[src/rtl/i2c_step_arbiter.sv]
// Shares one byte-level I2C engine between two step-level requesters, one whole transaction per grant.
// Optional step timeout enabled by defining I2C_ARB_TIMEOUT_EN.
module i2c_step_arbiter #(
    parameter int unsigned TIMEOUT_CYCLES = 100000
) (
    input  logic       clk,
    input  logic       rst,
    input  logic [1:0] req,
    input  logic [1:0] step_valid,
    input  logic [1:0] step0,
    input  logic [1:0] step1,
    input  logic [7:0] tx0,
    input  logic [7:0] tx1,
    output logic [1:0] grant,
    output logic [1:0] step_ack,
    output logic [1:0] step_done,
    output logic [1:0] step_err,
    output logic [7:0] rx_data,
    output logic       busy,
    output logic [1:0] next_step,
    output logic [7:0] tx_byte,
    input  logic [7:0] rx_byte,
    input  logic       ready
);

    // state       | meaning
    // S_IDLE      | no owner, arbitrate pending requests
    // S_OWN       | owner holds the bus, waiting for its next step or release
    // S_WAIT      | step forwarded, waiting for ready rising edge
    // S_WAIT_FORCE| owner left mid-transaction, waiting for the forced END to finish
    // S_RELEASE   | drop grant, one dead cycle before the next owner
    typedef enum logic [2:0] {
        S_IDLE,
        S_OWN,
        S_WAIT,
        S_WAIT_FORCE,
        S_RELEASE
    } state_t;

    localparam logic [1:0] STEP_END = 2'b00;

    state_t     state, state_nx;
    logic       owner, owner_nx;
    logic       last_owner, last_owner_nx;
    logic       open_txn, open_txn_nx;
    logic       ready_q;
    logic [1:0] cur_step, cur_step_nx;
    logic [1:0] grant_nx, ack_nx, done_nx, err_nx, next_step_nx;
    logic [7:0] rx_data_nx, tx_byte_nx;
    logic       busy_nx;
    logic       ready_edge;
    logic       tmo_hit;
    logic       own_valid, own_req;
    logic [1:0] own_step;
    logic [7:0] own_tx;

    assign ready_edge = ready & ~ready_q;
    assign own_valid  = owner ? step_valid[1] : step_valid[0];
    assign own_req    = owner ? req[1] : req[0];
    assign own_step   = owner ? step1 : step0;
    assign own_tx     = owner ? tx1 : tx0;

`ifdef I2C_ARB_TIMEOUT_EN
    localparam logic [31:0] TMO_LAST = 32'(TIMEOUT_CYCLES - 1);
    logic [31:0] tmo_cnt;

    // Counter is held at zero outside the wait states, so it restarts on every entry.
    always_ff @(posedge clk or posedge rst) begin
        if (rst) begin
            tmo_cnt <= '0;
        end else if (state == S_WAIT || state == S_WAIT_FORCE) begin
            tmo_cnt <= tmo_cnt + 32'd1;
        end else begin
            tmo_cnt <= '0;
        end
    end

    assign tmo_hit = (state == S_WAIT || state == S_WAIT_FORCE) && (tmo_cnt >= TMO_LAST);
`else
    logic unused_timeout;
    assign unused_timeout = ^TIMEOUT_CYCLES;
    assign tmo_hit        = 1'b0;
`endif

    always_ff @(posedge clk or posedge rst) begin
        if (rst) begin
            state      <= S_IDLE;
            owner      <= 1'b0;
            last_owner <= 1'b1;
            open_txn   <= 1'b0;
            ready_q    <= 1'b1;
            cur_step   <= STEP_END;
            grant      <= 2'b00;
            step_ack   <= 2'b00;
            step_done  <= 2'b00;
            step_err   <= 2'b00;
            rx_data    <= 8'h00;
            busy       <= 1'b0;
            next_step  <= 2'b00;
            tx_byte    <= 8'h00;
        end else begin
            state      <= state_nx;
            owner      <= owner_nx;
            last_owner <= last_owner_nx;
            open_txn   <= open_txn_nx;
            ready_q    <= ready;
            cur_step   <= cur_step_nx;
            grant      <= grant_nx;
            step_ack   <= ack_nx;
            step_done  <= done_nx;
            step_err   <= err_nx;
            rx_data    <= rx_data_nx;
            busy       <= busy_nx;
            next_step  <= next_step_nx;
            tx_byte    <= tx_byte_nx;
        end
    end

    always_comb begin
        state_nx      = state;
        owner_nx      = owner;
        last_owner_nx = last_owner;
        open_txn_nx   = open_txn;
        cur_step_nx   = cur_step;
        grant_nx      = grant;
        busy_nx       = busy;
        ack_nx        = 2'b00;
        done_nx       = 2'b00;
        err_nx        = 2'b00;
        rx_data_nx    = rx_data;
        next_step_nx  = next_step;
        tx_byte_nx    = tx_byte;

        case (state)
            S_IDLE: begin
                if (req != 2'b00) begin
                    // On a tie the requester that did not own last goes first.
                    owner_nx    = (req == 2'b11) ? ~last_owner : req[1];
                    grant_nx    = owner_nx ? 2'b10 : 2'b01;
                    busy_nx     = 1'b1;
                    open_txn_nx = 1'b0;
                    state_nx    = S_OWN;
                end
            end
            S_OWN: begin
                if (own_valid) begin
                    cur_step_nx     = own_step;
                    next_step_nx    = own_step;
                    tx_byte_nx      = own_tx;
                    ack_nx[owner]   = 1'b1;
                    open_txn_nx     = (own_step != STEP_END);
                    state_nx        = S_WAIT;
                end else if (!own_req) begin
                    if (open_txn) begin
                        // Owner walked away mid-transaction: close it with an END of our own.
                        next_step_nx = STEP_END;
                        tx_byte_nx   = 8'h00;
                        state_nx     = S_WAIT_FORCE;
                    end else begin
                        state_nx = S_RELEASE;
                    end
                end
            end
            S_WAIT: begin
                if (ready_edge) begin
                    rx_data_nx     = rx_byte;
                    done_nx[owner] = 1'b1;
                    state_nx       = (cur_step == STEP_END) ? S_RELEASE : S_OWN;
                end else if (tmo_hit) begin
                    err_nx[owner] = 1'b1;
                    next_step_nx  = STEP_END;
                    state_nx      = S_RELEASE;
                end
            end
            S_WAIT_FORCE: begin
                if (ready_edge) begin
                    state_nx = S_RELEASE;
                end else if (tmo_hit) begin
                    err_nx[owner] = 1'b1;
                    next_step_nx  = STEP_END;
                    state_nx      = S_RELEASE;
                end
            end
            S_RELEASE: begin
                grant_nx      = 2'b00;
                busy_nx       = 1'b0;
                last_owner_nx = owner;
                next_step_nx  = STEP_END;
                tx_byte_nx    = 8'h00;
                state_nx      = S_IDLE;
            end
            default: begin
                state_nx = S_IDLE;
            end
        endcase
    end

endmodule

[config.mk]
export PLATFORM = sky130hd
export DESIGN_NAME = i2c_step_arbiter
export DESIGN_NICKNAME = d
export VERILOG_FILES = /design/src/rtl/i2c_step_arbiter.sv
export SDC_FILE = /design/constraint.sdc
export NUM_CORES = 1
export LEC_CHECK = 0
export BUFFER_PORTS_ARGS = -buffer_cell sky130_fd_sc_hd__buf_2
export CAP_MARGIN = 20
export CELL_PAD_IN_SITES_DETAIL_PLACEMENT = 1
export CELL_PAD_IN_SITES_GLOBAL_PLACEMENT = 2
export CORE_MARGIN = 4
export CORE_UTILIZATION = 32
export DETAILED_ROUTE_END_ITERATION = 10
export GPL_TIMING_DRIVEN = 0
export PLACE_DENSITY = 0.88
export SLEW_MARGIN = 5
export SYNTH_ARGS = -nofsm -noshare
export SYNTH_HDL_FRONTEND = slang
export SYNTH_SLANG_ARGS = --single-unit
export TNS_END_PERCENT = 1
[constraint.sdc]
create_clock -name clk -period 3.65 [get_ports clk]
set_input_delay 0.5475 -clock clk [delete_from_list [all_inputs] [get_ports clk]]
set_output_delay 0.5475 -clock clk [all_outputs]
set_load 0.01 [all_outputs]
==> flow_metrics.tcl <==
set metrics [dict create \
    fp.coreArea_um2 5070 \
    seq_area_frac_synth_pct 51.0 \
    clock.fmax_ghz 0.569 \
    cp.required_ns 3.82 \
    numCtsBuffers 5 \
    worstHoldPathType "in2reg" \
    final_area_um2 2150 \
    wire_per_inst_um 15.0 \
    crit_path_cell_trace "buf_6 > clkbuf_1 > mux2i_1 > a2bb2oi_1 > o21ai_2" \
    cts_tree "built" \
    htreeDepth 2 \
    ys_types 40 \
    period_share_pct 48.2 \
    vias 1390 \
    grt_start_max_net_pins 35 \
    startpoint "owner" \
    rrSetupSlack_ns 1.89 \
    postCtsHoldBufs 0 \
    post_cts_resized 0 \
    synth.most_common_cell "dfrtp_1" \
    period_minus_slack_ns 1.76 \
    placed_cell_area_um2 2060 \
    gp_congestion 0.756 \
    cp-end-kind "flop" \
    drt_wl_total_um 4340 \
    dpl.hpwl_um 3220 \
    pwr_density_cell_nw_per_um2 848 \
    ys.flop_type "dfrtp_1" \
    grt_pass1_vias 1485 \
    cap_violations 0 \
    ios 62 \
    synthCells 151 \
    hold_viol_final 0 \
    total_leakage_power_nw 1.07 \
    cp_slowest_cell "clkbuf_1" \
    place_ws_ns 1.79 \
    synthTopCellsByArea "dfrtp_1, mux2i_1, mux2_2, a2bb2oi_1, o21ai_2" \
    antenna_left 0 \
    ys_ff_latch 34 \
    setup_violations 0 \
    via_per_inst 4.81 \
    rsz0062_at_grt "no" \
    worst_hold_startpoint "ready" \
    drv_slew 0 \
    fp.dieH_um 80.3 \
    yosysWarnings 0 \
    clock_latency_ns 0.29 \
    clock_sink_count 34 \
    drc_errors 0 \
    cts.clk_slew.worst_paths_ns 0.07 \
    die_area_um2 6440 \
    multi_input_area_um2 746 \
    grt-ovfl-total 0 \
    syn2layout_area_growth_pct 28.6 \
    tightest_slew_ns 0.731 \
    register_area_um2 853 \
    syn-mean-instance-area_um2 11.1 \
    grt_pass1_wl_um 7310 \
    port_buffers 59 \
    setup_ws_ns 1.89 \
    cp-start-kind "flop" \
    slew_headroom_pct 51.2 \
    rows 26 \
    drive_gt1_share_pct 44.7 \
    drt_iter0_drc 75 \
    root_buffer "clkbuf_8" \
    synth_edf_count 0 \
    netlist_area_um2 1670 \
    r2r-start "owner" \
    crit_family "buffers and inverters" \
    cpPeakStageDelay_ns 0.54 \
    nFillCells 605 \
    total_power_mw 1.82 \
    clock_skew_ns 0.00675 \
    status "finished clean" \
    diodes 0 \
    path_class "reg2reg" \
    antenna_found_initial 0 \
    ir_worst_vdd_mv 0.340 \
    fin_tns_setup_ns 0 \
    async_flop_share_pct 100 \
    cp.buffers_inverters 2 \
    dr.pass1.iters 4 \
    track_usage_pct 14.8 \
    clockBufferDepth 2 \
    synth_top_cell_by_area "dfrtp_1" \
    final_nets 253 \
    arrival_ns 1.93 \
    synth_common_cells "dfrtp_1, nand2_1, mux2i_1" \
    synth_top_area_share_pct 47.9 \
    post_cts_buffers 0 \
    worst-path-max-fanout 10 \
    die_x_um 80.3 \
    initial_utilization_pct 32.9 \
]
## state kept, by name, summed over array words and instances (netlist names), 2 cells and up
register and flops:
rx_data 8, grant 2, next_step 2, step_ack 2, tx_byte 8, cur_step 2, step_done 2, state 3
## per-layer routing
metal	GRT usage, %	routed length (µm)
met3	7.40	340
met5	0	0
met4	2.03	23
met2	22.8	2080
met1	19.1	1890
## layout by cell type (no fill, tap or decap), drive strengths merged
cell and n:
o21ba 1, a31oi 1, a21o 2, o21ai 16, conb 2, nand3 2, buf 65, a22o 1
o32ai 1, nor2b 3, nand2b 2, nor3b 1, or4 1, o31a 1, nor3 5, clkinv 1
clkbuf 9, a221o 1, a21oi 6, a2bb2oi 8, or2 1, mux2 9, and2 1, nor2 10
a31o 1, inv 5, nand2 14, dfstp 2, or3b 1, a311o 1, a211oi 1, mux2i 11
o21bai 1, dfrtp 32
## stage by stage
step	hold WS [ns]	utilization, %	cells
after floorplan	0.451	-	152
after global placement	0.469	40.6	281
after detailed placement	0.471	40.6	281
after CTS	0.351	42.4	289
after global routing	0.350	42.4	289
final	0.360	42.4	289
## worst reg2reg max path: stages (launching register included)
cell and delay (ns):
dfrtp_1 0.38, buf_6 0.17, clkbuf_1 0.54, mux2i_1 0.26, a2bb2oi_1 0.21, o21ai_2 0.07
## logic make-up (layout without fill, tap and decap cells)
family,after synthesis,after routing,synth area share [%]
flip-flops,34,34,51.0
AND/OR/NAND/NOR,41,41,13.0
multiplexers,20,20,12.7
AO/OA/AOI/OAI,42,42,18.5
other,1,2,0.224
buffers and inverters,13,80,4.57
## power by group
group	internal, mW	total (mW)	switching [mW]
clock	0.152	0.291	0.139
combinational	0.405	0.872	0.466
sequential	0.548	0.660	0.112
total	1.11	1.82	0.717
## layout make-up
type / instances / share of cell area, %
Inverter: 5 / 0.873
Clock inverter: 1 / 0.233
Timing Repair Buffer: 59 / 13.7
Clock buffer: 7 / 4.02
Sequential cell: 34 / 39.7
Buffer: 8 / 2.68
Multi-Input combinational cell: 105 / 34.7
Tap cell: 70 / 4.07
## path summary, 6_finish.rpt
path / end / depth (start not counted)
setup / recovery: tx_byte[1] / 5
hold / removal: ready_q / 1
setup reg to reg: tx_byte[1] / 5
hold reg to reg: cur_step[1] / 1
max in group asynchronous: next_step[0] / 2
min in group asynchronous: next_step[1] / 2
Note: power is estimated with default switching activity, not from simulation.
